### config.mk
export PLATFORM = sky130hd
export DESIGN_NAME = pc_sequencer
export DESIGN_NICKNAME = d
export VERILOG_FILES = /design/src/rtl/cpu_types_pkg.sv /design/src/rtl/seq_wait_timer.sv /design/src/rtl/pc_sequencer.sv
export SDC_FILE = /design/constraint.sdc
export NUM_CORES = 1
export LEC_CHECK = 0
export CAP_MARGIN = 20
export CORE_MARGIN = 5
export CORE_UTILIZATION = 40
export CTS_CLUSTER_DIAMETER = 50
export DETAILED_ROUTE_END_ITERATION = 10
export GPL_ROUTABILITY_DRIVEN = 0
export MAX_ROUTING_LAYER = met4
export PLACE_DENSITY = 0.74
export SLEW_MARGIN = 10
export SYNTH_ARGS = -nofsm -noshare
export SYNTH_HDL_FRONTEND = slang
export SYNTH_HIERARCHICAL = 1
export SYNTH_SLANG_ARGS = --single-unit
### constraint.sdc
create_clock -name CLK -period 2.28 [get_ports CLK]
set_input_delay 0.456 -clock CLK [delete_from_list [all_inputs] [get_ports CLK]]
set_output_delay 0.456 -clock CLK [all_outputs]
set_load 0.02 [all_outputs]
### src/rtl/cpu_types_pkg.sv
// rtl/cpu_types_pkg.sv - shared sequencer state and PC source encodings
package cpu_types_pkg;

    typedef enum logic [1:0] {
        IFETCH = 2'd0,
        DMEM   = 2'd1,
        HALTED = 2'd2
    } pcseq_state_t;

    // PC block decodes exactly these values for its next-PC mux.
    localparam logic [1:0] PCSRC_JR  = 2'd0;
    localparam logic [1:0] PCSRC_J   = 2'd1;
    localparam logic [1:0] PCSRC_BR  = 2'd2;
    localparam logic [1:0] PCSRC_SEQ = 2'd3;

    // A not-taken branch must fall through to PC+4, never to the branch target.
    function automatic logic [1:0] pcsrc_select(
        input logic is_jr,
        input logic is_j,
        input logic is_branch,
        input logic branch_taken
    );
        if (is_jr)
            return PCSRC_JR;
        else if (is_j)
            return PCSRC_J;
        else if (is_branch && branch_taken)
            return PCSRC_BR;
        else
            return PCSRC_SEQ;
    endfunction

endpackage

### src/rtl/seq_wait_timer.sv
// rtl/seq_wait_timer.sv - saturating wait counter with sticky timeout flag
module seq_wait_timer #(
    parameter int TIMEOUT_CYCLES = 255,
    parameter int TIMEOUT_W      = 8
) (
    input  logic CLK,
    input  logic RST,
    input  logic wait_cycle,
    input  logic clear,
    output logic timeout
);

    localparam logic [TIMEOUT_W-1:0] LIMIT = TIMEOUT_W'(TIMEOUT_CYCLES);

    logic [TIMEOUT_W-1:0] count;

    // The flag is set one edge after the count reaches the limit, even if the
    // access completes in that same cycle.
    always_ff @(posedge CLK) begin
        if (RST) begin
            count   <= '0;
            timeout <= 1'b0;
        end else begin
            if (count == LIMIT)
                timeout <= 1'b1;
            if (clear)
                count <= '0;
            else if (wait_cycle && (count != LIMIT))
                count <= count + 1'b1;
        end
    end

endmodule

### src/rtl/pc_sequencer.sv
// rtl/pc_sequencer.sv - multicycle fetch/execute sequencer; PC_SEQ_PERF_CNT_EN adds perf counters
module pc_sequencer
    import cpu_types_pkg::*;
#(
    parameter int TIMEOUT_CYCLES = 255,
    parameter int TIMEOUT_W      = 8
) (
    input  logic        CLK,
    input  logic        RST,
    input  logic        ihit,
    input  logic        dhit,
    input  logic        dREN_req,
    input  logic        dWEN_req,
    input  logic        is_jr,
    input  logic        is_j,
    input  logic        is_branch,
    input  logic        branch_taken,
    input  logic        halt_req,
    output logic        pc_en,
    output logic [1:0]  pc_src,
    output logic        imemREN,
    output logic        dmemREN,
    output logic        dmemWEN,
    output logic        halt,
    output logic        mem_timeout
`ifdef PC_SEQ_PERF_CNT_EN
    ,
    output logic [31:0] instr_count,
    output logic [31:0] stall_count
`endif
);

    pcseq_state_t state, next_state;
    logic         lat_dren, lat_dwen;
    logic [1:0]   lat_pcsrc;
    logic         wait_cycle, timer_clear;

    always_comb begin
        next_state = state;
        pc_en      = 1'b0;
        pc_src     = PCSRC_SEQ;
        imemREN    = 1'b0;
        dmemREN    = 1'b0;
        dmemWEN    = 1'b0;
        halt       = 1'b0;
        wait_cycle = 1'b0;
        unique case (state)
            IFETCH: begin
                imemREN    = 1'b1;
                pc_src     = pcsrc_select(is_jr, is_j, is_branch, branch_taken);
                wait_cycle = !ihit;
                if (ihit) begin
                    if (halt_req)
                        next_state = HALTED;
                    else if (dREN_req || dWEN_req)
                        next_state = DMEM;
                    else
                        pc_en = 1'b1;
                end
            end
            DMEM: begin
                dmemREN    = lat_dren;
                dmemWEN    = lat_dwen;
                pc_src     = lat_pcsrc;
                wait_cycle = !dhit;
                if (dhit) begin
                    pc_en      = 1'b1;
                    next_state = IFETCH;
                end
            end
            HALTED: begin
                halt = 1'b1;
            end
            default: begin
                next_state = IFETCH;
            end
        endcase
    end

    // Decode flags are captured at the fetch so the data phase is immune to
    // decode inputs changing once the next instruction word starts arriving.
    always_ff @(posedge CLK) begin
        if (RST) begin
            state     <= IFETCH;
            lat_dren  <= 1'b0;
            lat_dwen  <= 1'b0;
            lat_pcsrc <= PCSRC_SEQ;
        end else begin
            state <= next_state;
            if ((state == IFETCH) && (next_state == DMEM)) begin
                lat_dren  <= dREN_req;
                lat_dwen  <= dWEN_req;
                lat_pcsrc <= pcsrc_select(is_jr, is_j, is_branch, branch_taken);
            end
        end
    end

    assign timer_clear = (next_state != state) || pc_en;

    seq_wait_timer #(
        .TIMEOUT_CYCLES (TIMEOUT_CYCLES),
        .TIMEOUT_W      (TIMEOUT_W)
    ) u_wait_timer (
        .CLK        (CLK),
        .RST        (RST),
        .wait_cycle (wait_cycle),
        .clear      (timer_clear),
        .timeout    (mem_timeout)
    );

`ifdef PC_SEQ_PERF_CNT_EN
    always_ff @(posedge CLK) begin
        if (RST) begin
            instr_count <= '0;
            stall_count <= '0;
        end else if (state != HALTED) begin
            if (pc_en)
                instr_count <= instr_count + 32'd1;
            if ((state == DMEM) || ((state == IFETCH) && !ihit))
                stall_count <= stall_count + 32'd1;
        end
    end
`endif

endmodule
### After elaboration in Yosys (flattened, before gate mapping)

Cells that the tools add are included.

* add/sub/neg operators: 1
* multipliers: 0
* divide/modulo/power cells: 0
* order comparisons: 0
* equality and inequality tests: 6
* shifts and indexed selects: 0
* muxes and demuxes: 19
* bitwise operators: 0
* reductions and logical operators: 9

Operators with widths (number)
* $mux W2: 6
* $mux W1: 9
* $add A8 B1 Y8 const B: 1
* $eq A8 B8 Y1 const B: 1
* $ne A8 B8 Y1 const B: 1
* $pmux W2 S3: 1
* $eq A2 B1 Y1 const B: 2
* $pmux W1 S2: 2
* $pmux W2 S2: 1
* $logic_and A1 B1 Y1: 3
* $eq A2 B2 Y1 const B: 1
* $logic_not A1 Y1: 2
* $logic_not A2 Y1: 1
* $logic_or A1 B1 Y1: 2
* $ne A2 B2 Y1: 1
* $reduce_or A2 Y1: 1

* register bits: 15
* bits in latches: 0
* RAM bits: 0
* memory bits (read-only): 0
* bits of input ports: 11
* output and inout port bits: 8
* word-level logic and storage cells: 41
* memories kept: 0

### Logic depth before layout (Yosys ltp)

Gate-level depths: netlist of run 1.

* depth in word-level cells: 8
* depth in mapped cells: 7
* gate-level depth less buffers: 6

### Cells and area by module

Netlist of run 1, hierarchy kept.

Modules (own cells, without submodules)
* seq_wait_timer: times used 1, cells an instance 49, area an instance 446.7 sq um
* pc_sequencer: times used 1, cells an instance 43, area an instance 362.8 sq um

### Worst setup path before layout of run 1

OpenSTA, ideal clock, no wires.

* path type: register -> register
* start: register state[0]
* end: register u_wait_timer.count[5]
* arrival: 1863 ps
* slack: 345 ps
* stages on the path, launching flop included: 7
* buffers on the path: 1
* cells stage by stage: dfxtp_1 > clkbuf_1 > nor2b_1 > a211oi_1 > nand4_1 > a211oi_1 > mux2i_1

* elaborated cells on any way between the ends: 14
* classes of those cells: eq/ne: 3; mux: 7; reduce/logical: 4

RTL lines
* start: declaration: line pc_sequencer.sv:33 `pcseq_state_t state, next_state;`
* start signal: assignment: line pc_sequencer.sv:89 `state <= next_state;`
* $eq A2 B1 Y1 or $logic_not A2 Y1 (tied branches): line pc_sequencer.sv:47 `unique case (state)`
* $pmux W1 S2 (*): line pc_sequencer.sv:47
* net wait_cycle: line pc_sequencer.sv:36 `logic wait_cycle, timer_clear;`
* $logic_and A1 B1 Y1 (*): line seq_wait_timer.sv:28 `else if (wait_cycle && (count != LIMIT))`
* end signal: assignment: line seq_wait_timer.sv:29 `count <= count + 1'b1;`
* end: declaration: line seq_wait_timer.sv:15 `logic [TIMEOUT_W-1:0] count;`

Mark *: on every way through the listed nets, which the timed path passes. The rest lies on a longest branch.
A chain may end at the register's enable or synchronous reset.

### Worst setup path in the final report of run 1

* start: input port ihit
* end: output port pc_en

* word-level cells in the longest chain between the ends: 2

RTL lines
* start: declaration: line pc_sequencer.sv:10 `input logic ihit,`
* $mux W1: line pc_sequencer.sv:52 `if (ihit) begin`
* $pmux W1 S2: line pc_sequencer.sv:47
* end: declaration: line pc_sequencer.sv:19 `output logic pc_en,`

Every way passes these cells.

==> results of run 1 <==
-- routing by layer --
layer  GRT usage  part of all wire  vias to the layer above
met2      0.2697              0.51                       21
met3     0.03753             0.045                        3
met5           -                 0                        -
met4     0.07287             0.017                        0
met1      0.1634              0.43                      343
li1            -                 -                      396
-- cell type report --
| type | count | area share |
|---|---|---|
| Clock buffer | 4 | 0.02422 |
| Inverter | 3 | 0.01038 |
| Multi-Input combinational cell | 71 | 0.4406 |
| Sequential cell | 15 | 0.2814 |
| Tap cell | 27 | 0.03114 |
| Timing Repair Buffer | 25 | 0.2122 |
-- through the flow --
stage          setup TNS (ns)    util  std cells
2_1_floorplan               0       -         92
3_3_place_gp          -0.1732  0.5438        141
3_5_place_dp          -0.2390  0.5438        141
4_1_cts                     0  0.5561        145
5_1_grt                     0  0.5586        145
6_report                    0  0.5586        145
-- layout by cell type, fill, tap and decap left out, types with 3 or more instances in the layout --
master / n
inv_1: 3
dfxtp_1: 13
clkbuf_4: 3
buf_4: 7
o21ai_0: 6
nor2_1: 4
nand4_1: 3
clkdlybuf4s50_1: 15
nand2_1: 8
nor2b_1: 4
mux2i_1: 3
a21oi_1: 8
-- flip-flops by register name, indices dropped and copies added, names as in the netlist --
name / count
lat_dwen: 1
state: 2
lat_dren: 1
u_wait_timer/count: 8
u_wait_timer/timeout: 1
lat_pcsrc: 2
-- power breakdown --
part,leakage [nW],internal [mW],total (mW),switching (mW)
combinational,0.274,0.0581,0.107,0.0490
clock,0.0150,0.0680,0.152,0.0837
sequential,0.123,0.270,0.282,0.0114
total,0.412,0.396,0.540,0.144
-- synth_stat cells (2+ instances only) --
cell / n
inv_1: 3
nor2b_1: 4
nand2_1: 8
and2_1: 2
a21oi_1: 8
a211oi_1: 2
mux2i_1: 3
nor2_1: 4
and2b_1: 2
nand4_1: 3
o21ai_1: 2
or3_1: 2
dfxtp_1: 15
o21ai_0: 6
and3_1: 2
nor4_1: 2
nor3_1: 2
-- what timing repair did --
action,in CTS,in global routing
pin swaps,0,0
setup endpoints to repair,5,3
gates resized for setup,4,3
-- final timing paths --
check,startpoint,endpoint,slack (ns),cells after the start
worst max-delay path,ihit,pc_en,0.1,4
worst min-delay path,u_wait_timer/timeout,u_wait_timer/timeout,0.48,2
worst max register to register,state[0],u_wait_timer/count[3],0.56,5
worst min register to register,u_wait_timer/timeout,u_wait_timer/timeout,0.48,2
-- cell families after synthesis --
family	synth area share
AOI/OAI and AO/OA	0.2396
buffers and inverters	0.03863
and+or+nand+nor	0.2983
adders and majority gates	0.01545
DFF	0.3709
muxes	0.03710
-- critical path, cell delays in order --
cell	delay (ns)
clkdlybuf4s50_1	0.53
nor4b_4	0.24
a22o_1	0.19
clkdlybuf4s15_1	0.31
==> run metrics, run 1 <==
drt first pass iters=4; grt total ovfl=0; endpoint kind of the worst setup timing path=primary output; setup bufs post-CTS=0; DR DRC count=0; Die Span X=54.99 um; CTS H-tree depth=1; fmax=458.5 MHz; Worst Path Arrival=1.73 ns; Routed wire per std cell=12.88 um; synthesis-stage register bit count=15; share of cells above drive strength 1=0.1525; Worst Hold Class=reg2reg; total of fill cells in the finished design=175; Slew headroom=0.7233; leakage power=0.4117 nW; Yosys top cell by area=dfxtp_1; largest net degree at the start of global routing=14; pre-CTS setup slack=-0.2086 ns; maximum vdd drop=0.0003313 V; unrepaired setup endpoints after global routing=false; CTS clk-pin slew, worst paths=0.08 ns; PD cells=498.1 nW/um^2; core area=1942 um^2; fin area=1085 um^2; Seq/Total Area, Yosys=0.3709; CTS buffer count=3; period utilisation layout=0.9566; Post-layout nets=131; final worst path period need=2.181 ns; Yosys top cell area share=0.3709; multi-input combinational cell area=478.0 um^2; clock sink count=15; Starting DRT DRC Count=12; average size of a mapped cell=8.799 um^2; Worst EP required=1.82 ns; site row count=16; ys flop type=dfxtp_1; clk buf depth=2; die area=3023 um^2; number of warnings issued by yosys=6; total track usage=0.1546; Synth cell types=39; root buf cell=clkbuf_4; Hold Fails Final Rpt=0; Total Routed Length=1.868 mm; Inserted Diodes=0; Vias/cell=5.262; area grow syn2layout=34.00%; Slew @ Worst Pin=0.4135 ns; CP Launch Type=primary input; number of flops mapped to enable cells by yosys=0; Initial Util=0.4169; Max-Cap Viols=0; largest cells by area after synthesis=dfxtp_1 (37%), a21oi_1 (4.9%), mux2i_1 (3.7%); CTS tree=done; Worst Path Max Fanout=5; hold buffer count at CTS=0; antenna violations before repair=0; final setup margin=0.09893 ns; Total Power=0.5404 mW; Antenna Nets Post-Route=0; Cell Area, Placed=1056 um^2; Post-DP HPWL=1.442 mm; gate count of the mapped netlist=92; vias in the first global route=803; Synth async-reset ratio=0; Ports=19; Mapped Area=809.5 um^2; crit path kind=in2out; Final Setup Violations=0; Die Y=54.99 um; hold slack=0.4831 ns; worst skew pair latency=0.28 ns; register area=305.3 um^2; Slew Viols, Final=0; IO buf count=18; via count=763; first-pass GRT wire length=3.256 mm; outcome=finished clean; Worst Skew=0.005073 ns; syn_nets=104
Note: power is estimated with default switching activity, not from simulation.
==> inputs of run 2 (changes only) <==
Settings changed: CELL_PAD_IN_SITES_DETAIL_PLACEMENT from default to 1, CELL_PAD_IN_SITES_GLOBAL_PLACEMENT from default to 1, CORE_UTILIZATION 40 to 35, PLACE_DENSITY 0.74 to 0.84.
==> run 2 against run 1 <==
Effect of this change: global-route usage fell by 0.51 points; largest power group unchanged; cell count up 2.1%; die area is 12% higher; register-to-register slack got worse by 0.07 ns; clock skew is 0.0022 ns lower; via count grew 4.2%; critical path depth fell by 1; highest routed layer unchanged.
==> run metrics, run 2 (synthesized netlist as in run 1, its figures left out) <==
period utilisation layout=0.9518 (-0.004837); worst skew pair latency=0.28 ns (about the same); antenna violations before repair=0 (unchanged); Slew Viols, Final=0 (unchanged); total track usage=0.1495 (-0.005111); Die Span X=58.09 um (+5.6%); Post-DP HPWL=1.730 mm (+20%); Worst Skew=0.002865 ns (-0.002207 ns); final worst path period need=2.170 ns (-0.01103 ns); clk buf depth=2 (unchanged); Inserted Diodes=0 (unchanged); setup bufs post-CTS=0 (unchanged); leakage power=0.4246 nW (+3.1%); Vias/cell=5.372 (+2.1%); share of cells above drive strength 1=0.1583 (+0.005791); Worst Path Arrival=1.71 ns (-0.02 ns); endpoint kind of the worst setup timing path=primary output; IO buf count=18 (unchanged); Hold Fails Final Rpt=0 (unchanged); R2R Path Start=state[1]; DR DRC count=0 (unchanged); PD cells=498.2 nW/um^2 (about the same); r2r setup slk=0.49 ns (-0.07 ns); CTS buffer count=3 (unchanged); max FFs per register=8 (unchanged); most common cell after layout, fill and taps aside=clkdlybuf4s50_1; Routed wire per std cell=14.74 um (+14%); Die Y=58.09 um (+5.6%); Slew headroom=0.6985 (-0.02482); Top reg by flops=u_wait_timer/count; final core utilization=0.4966 (-0.06203); commonest non-fill, non-tap cells in the layout=clkdlybuf4s50_1 (15), dfxtp_1 (14), buf_4 (9); Post-layout nets=133 (+1.5%); maximum vdd drop=0.0001985 V (-40%); largest net degree at the start of global routing=14 (unchanged); area grow syn2layout=35.70%; FF-to-FF End=u_wait_timer/count[3]; fmax=460.8 MHz (+0.51%); CTS tree=done; via count=795 (+4.2%); die area=3374 um^2 (+12%); outcome=finished clean; drt first pass iters=4 (unchanged); Max-Cap Viols=0 (unchanged); r2r worst-path depth=5 (unchanged); Ports=19 (unchanged); vias in the first global route=856 (+6.6%); Total Power=0.5473 mW (+1.3%); Worst EP required=1.82 ns (about the same); CP Launch Type=flop; Starting DRT DRC Count=16 (+4); Worst Hold Class=reg2reg; crit path kind=reg2out; clock sink count=15 (unchanged); site row count=17 (+1); root buf cell=clkbuf_4; CP endpoint=dmemREN; Total Routed Length=2.181 mm (+17%); Slew @ Worst Pin=0.4506 ns (+0.03710 ns); Worst Path Max Fanout=6 (+1); setup TNS=0 ns (unchanged); CTS H-tree depth=1 (unchanged); Antenna Nets Post-Route=0 (unchanged); core area=2212 um^2 (+14%); CP Launch Point=state[1]; Top Registers=u_wait_timer/count: 8 flops, lat_pcsrc: 2 flops, state: 2 flops; CTS clk-pin slew, worst paths=0.09 ns (about the same); grt total ovfl=0 (unchanged); Final Setup Violations=0 (unchanged); first-pass GRT wire length=3.801 mm (+17%); Initial Util=0.3659 (-0.05093)
-- run 2: worst min path at each step --
stage	from	end	slack, ns	cells past startpoint
after floorplan	lat_dren	lat_dren	0.44	2
after global placement	u_wait_timer/timeout	u_wait_timer/timeout	0.46	2
after detailed placement	u_wait_timer/timeout	u_wait_timer/timeout	0.46	2
after CTS	u_wait_timer/timeout	u_wait_timer/timeout	0.49	2
after global routing	lat_dren	lat_dren	0.52	2
final	u_wait_timer/timeout	u_wait_timer/timeout	0.48	2
-- run 2: per-layer routing --
layer | global-route usage | vias to the layer above | part of all wire
met2 | 0.2468 | 19 | 0.52
met4 | 0.06954 | 0 | 0.017
met1 | 0.1749 | 370 | 0.44
met3 | 0.02673 | 3 | 0.028
li1 | - | 403 | -
met5 | - | - | 0
-- run 2: repair_timing --
action / CTS / global route
hold buffers: 0 / 0
endpoints found under the hold margin: 0 / 0
pin swaps: 0 / 0
gates resized for setup: 4 / 1
cloned: 0 / 0
setup endpoints to repair: 5 / 2
-- run 2: stage by stage --
| step | setup WS [ns] | instances | hold slack, ns | instance area, um^2 |
|---|---|---|---|---|
| final | 0.1100 | 148 | 0.4826 | 1099 |
| after detailed placement | -0.1361 | 144 | 0.4644 | 1072 |
| after global routing | -0.02396 | 148 | 0.5202 | 1099 |
| after CTS | 0.04033 | 148 | 0.4898 | 1096 |
| after floorplan | 0.3450 | 92 | 0.4426 | 809.5 |
| after global placement | -0.09337 | 144 | 0.4628 | 1072 |
-- run 2: layout make-up --
class / count / area [um^2]
repair buffers: 27 / 244.0
flip-flops and latches: 15 / 304.0
well taps: 28 / 35.03
multi-input cells: 71 / 478.0
inverters: 3 / 11.26
clock buffers: 4 / 26.28
fillers: 276 / 1114
-- run 2: power breakdown --
group / total (mW) / leakage [nW] / switching [mW] / internal (mW)
Combinational: 0.115 / 0.287 / 0.0541 / 0.0608
Clock: 0.153 / 0.0150 / 0.0846 / 0.0680
Sequential: 0.280 / 0.123 / 0.00998 / 0.270
-- run 2: worst max-delay path, stage by stage, from the launching register on --
cell and delay, ns:
dfxtp_1 0.47, and2b_1 0.25, and2_1 0.17, clkdlybuf4s50_1 0.54
==> inputs of run 3 (changes only) <==
Settings changed: CORE_UTILIZATION 35 to 34, SYNTH_HIERARCHICAL 1 to default.
==> run 3 against run 2 <==
Effect of this change: clock skew increased by 0.0049 ns; global-route usage increased by 0.34 points; sequential power about the same; highest routed layer unchanged; combinational power decreased by 6%; via count decreased by 2.8%; wire length decreased by 2.7%; critical path depth increased by 3; largest cell class unchanged; flip-flop and latch count unchanged; setup slack got worse by 0.0060 ns.
==> run metrics, run 3 <==
outcome=finished clean; Top reg by flops=u_wait_timer.count; Worst Path Arrival=1.72 ns (about the same); ys flop type=dfxtp_1; Inserted Diodes=0 (unchanged); unrepaired setup endpoints after global routing=false; total of fill cells in the finished design=277 (+0.36%); Worst Path Max Fanout=3 (-3); site row count=17 (unchanged); clock network power share=0.294 (+0.015); top cell types by occurrence after synthesis=dfxtp_1 (15), nor2_1 (12), a21oi_1 (9); Synth cell types=29 (-26%); Flop pwr share=0.510 (about the same); syn_nets=102 (-1.9%); Worst EP required=1.82 ns (about the same); CTS tree=done; Yosys top cell area share=0.3993 (+0.02839); Worst Hold Path Cells=1 (-1); share of cells above drive strength 1=0.1304 (-0.02790); Starting DRT DRC Count=3 (-13); vias in the first global route=872 (+1.9%); Die Span X=57.03 um (-1.8%); crit path kind=in2out; Mapped Area=752.0 um^2 (-7.1%); post-route insts no fill=143 (-3.4%); grt total ovfl=0 (unchanged); Cell Area, Placed=996.0 um^2 (-7.1%); Synth async-reset ratio=0 (unchanged); Hold Fails Final Rpt=0 (unchanged); root buf cell=clkbuf_4; commonest non-fill, non-tap cells in the layout=clkdlybuf4s50_1 (15), dfxtp_1 (15), nor2_1 (12); Initial Util=0.3466 (-0.01935); maximum vdd drop=0.0002502 V (+26%); number of warnings issued by yosys=0 (-6); switching power total=0.1604 mW (+7.9%); Vias/cell=5.406 (+0.63%); FF-to-FF End=u_wait_timer.count[5]; endpoint kind of the worst setup timing path=primary output; Total Routed Length=2.123 mm (-2.7%); clock sink count=15 (unchanged); count leader, synth=dfxtp_1; fmax=459.6 MHz (-0.27%); largest cells by area after synthesis=dfxtp_1 (40%), a21oi_1 (6.0%), nor2_1 (6.0%); hold path startpoint=lat_pcsrc[1]; fin area=1021 um^2 (-7.1%); CTS clk-pin slew, worst paths=0.10 ns (about the same); r2r setup slk=0.34 ns (-0.15 ns); DR DRC count=0 (unchanged); largest net degree at the start of global routing=14 (unchanged); WHS Endpoint=lat_pcsrc[1]; antenna violations before repair=0 (unchanged); max FFs per register=8 (unchanged); PD cells=539.2 nW/um^2 (+8.2%); hold slack=0.4882 ns (+0.005599 ns); Slew @ Worst Pin=0.4591 ns (+0.008533 ns); final worst path period need=2.176 ns (+0.005969 ns); Worst Skew=0.007807 ns (+0.004941 ns); IO buf count=18 (unchanged); Final Setup Violations=0 (unchanged); Internal=0.3901 mW (-2.2%); clk buf depth=2 (unchanged); Slew headroom=0.6939 (-0.004578); synthesis-stage register bit count=15 (unchanged); drt first pass iters=2 (-2); via count=773 (-2.8%); Yosys top cell by area=dfxtp_1; r2r worst-path depth=5 (unchanged); Routed wire per std cell=14.85 um (+0.74%); gate count of the mapped netlist=90 (-2.2%); Inst Count DP=139 (-3.5%); die area=3252 um^2 (-3.6%); CTS buffer count=3 (unchanged); worst skew pair latency=0.30 ns (+0.02 ns); total track usage=0.1530 (+0.003435); Seq/Total Area, Yosys=0.3993 (+0.02839); Die Y=57.03 um (-1.8%); Slew Viols, Final=0 (unchanged); Total Power=0.5505 mW (+0.58%); core area=2170 um^2 (-1.9%); sw frac=0.2914 (+0.01981); Post-layout nets=128 (-3.8%); Worst Hold Class=reg2reg; leakage power=0.3870 nW (-8.9%); first-pass GRT wire length=3.774 mm (-0.71%); Logic pwr share=0.196 (-0.014); CTS H-tree depth=1 (unchanged); Post-DP HPWL=1.698 mm (-1.8%); period utilisation layout=0.9544 (+0.002618); area grow syn2layout=35.77% (about the same); Top Registers=u_wait_timer.count: 8 flops, lat_pcsrc: 2 flops, state: 2 flops; Antenna Nets Post-Route=0 (unchanged); Max-Cap Viols=0 (unchanged); CP Launch Type=primary input; number of flops mapped to enable cells by yosys=0 (unchanged); average size of a mapped cell=8.355 um^2 (-5.0%); R2R Path Start=state[0]; final core utilization=0.4706 (-0.02602); Ports=19 (unchanged)
-- run 3: cells by family (layout without fill, tap and decap cells) --
kind of cell	count (synthesis)	in the layout	synth area share
simple gates	40	40	0.2795
mux	3	3	0.03994
xor+xnor	1	1	0.01165
fa+ha+maj	1	1	0.01664
buf+inv	7	32	0.04657
compound gates	23	23	0.2063
flops	15	15	0.3993
-- run 3: cell type report --
cell class	instances	area, um^2	share of cell area
Multi-Input combinational cell	68	416.7	0.4081
Sequential cell	15	300.3	0.2941
Timing Repair Buffer	25	229.0	0.2243
Tap cell	28	35.03	0.03431
Clock buffer	3	22.52	0.02206
Inverter	3	12.51	0.01225
Clock inverter	1	5.005	0.004902
-- run 3: metal layers --
| metal | track usage | vias to the layer above | wire, um |
|---|---|---|---|
| met2 | 0.2887 | 15 | 1175 |
| met3 | 0.03167 | 5 | 69 |
| met4 | 0.06954 | 0 | 39 |
| met1 | 0.1469 | 373 | 838 |
| met5 | - | - | 0 |
| li1 | - | 380 | - |
-- run 3: repair_timing --
action                                  in CTS  in global routing
setup buffers                                0                  0
endpoints found under the setup margin       5                  0
hold buffers                                 0                  0
gates resized for setup                      4                  0
-- run 3: worst max-delay path, cell delays in order --
cell and delay (ns):
clkdlybuf4s50_1 0.54, nand2b_4 0.07, nor2_1 0.08, nand2_1 0.06, a21oi_1 0.15, dlygate4sd2_1 0.36
-- run 3: power groups by stage --
stage	clock network (mW)	registers, mW	logic [mW]
2_1_floorplan	0	0.282	0.0614
3_3_place_gp	0	0.285	0.108
3_5_place_dp	0	0.286	0.113
4_1_cts	0.167	0.281	0.110
5_1_grt	0.183	0.282	0.118
6_report	0.162	0.281	0.108
-- run 3: worst max path at each step --
stage / startpoint / endpoint / cells after the start
finish: ihit / pc_en / 6
global route: ihit / pc_en / 6
CTS: ihit / pc_en / 6
detailed placement: is_j / pc_src[1] / 3
global placement: ihit / pc_en / 6
floorplan: state[0] / pc_src[1] / 2
-- run 3: per-stage QoR --
stage | setup slack (ns) | setup TNS [ns]
after floorplan | 0.4448 | 0
after global placement | -0.1117 | -0.2373
after detailed placement | -0.2247 | -0.5181
after CTS | 0.08191 | 0
after global routing | 0.004475 | 0
final | 0.1040 | 0
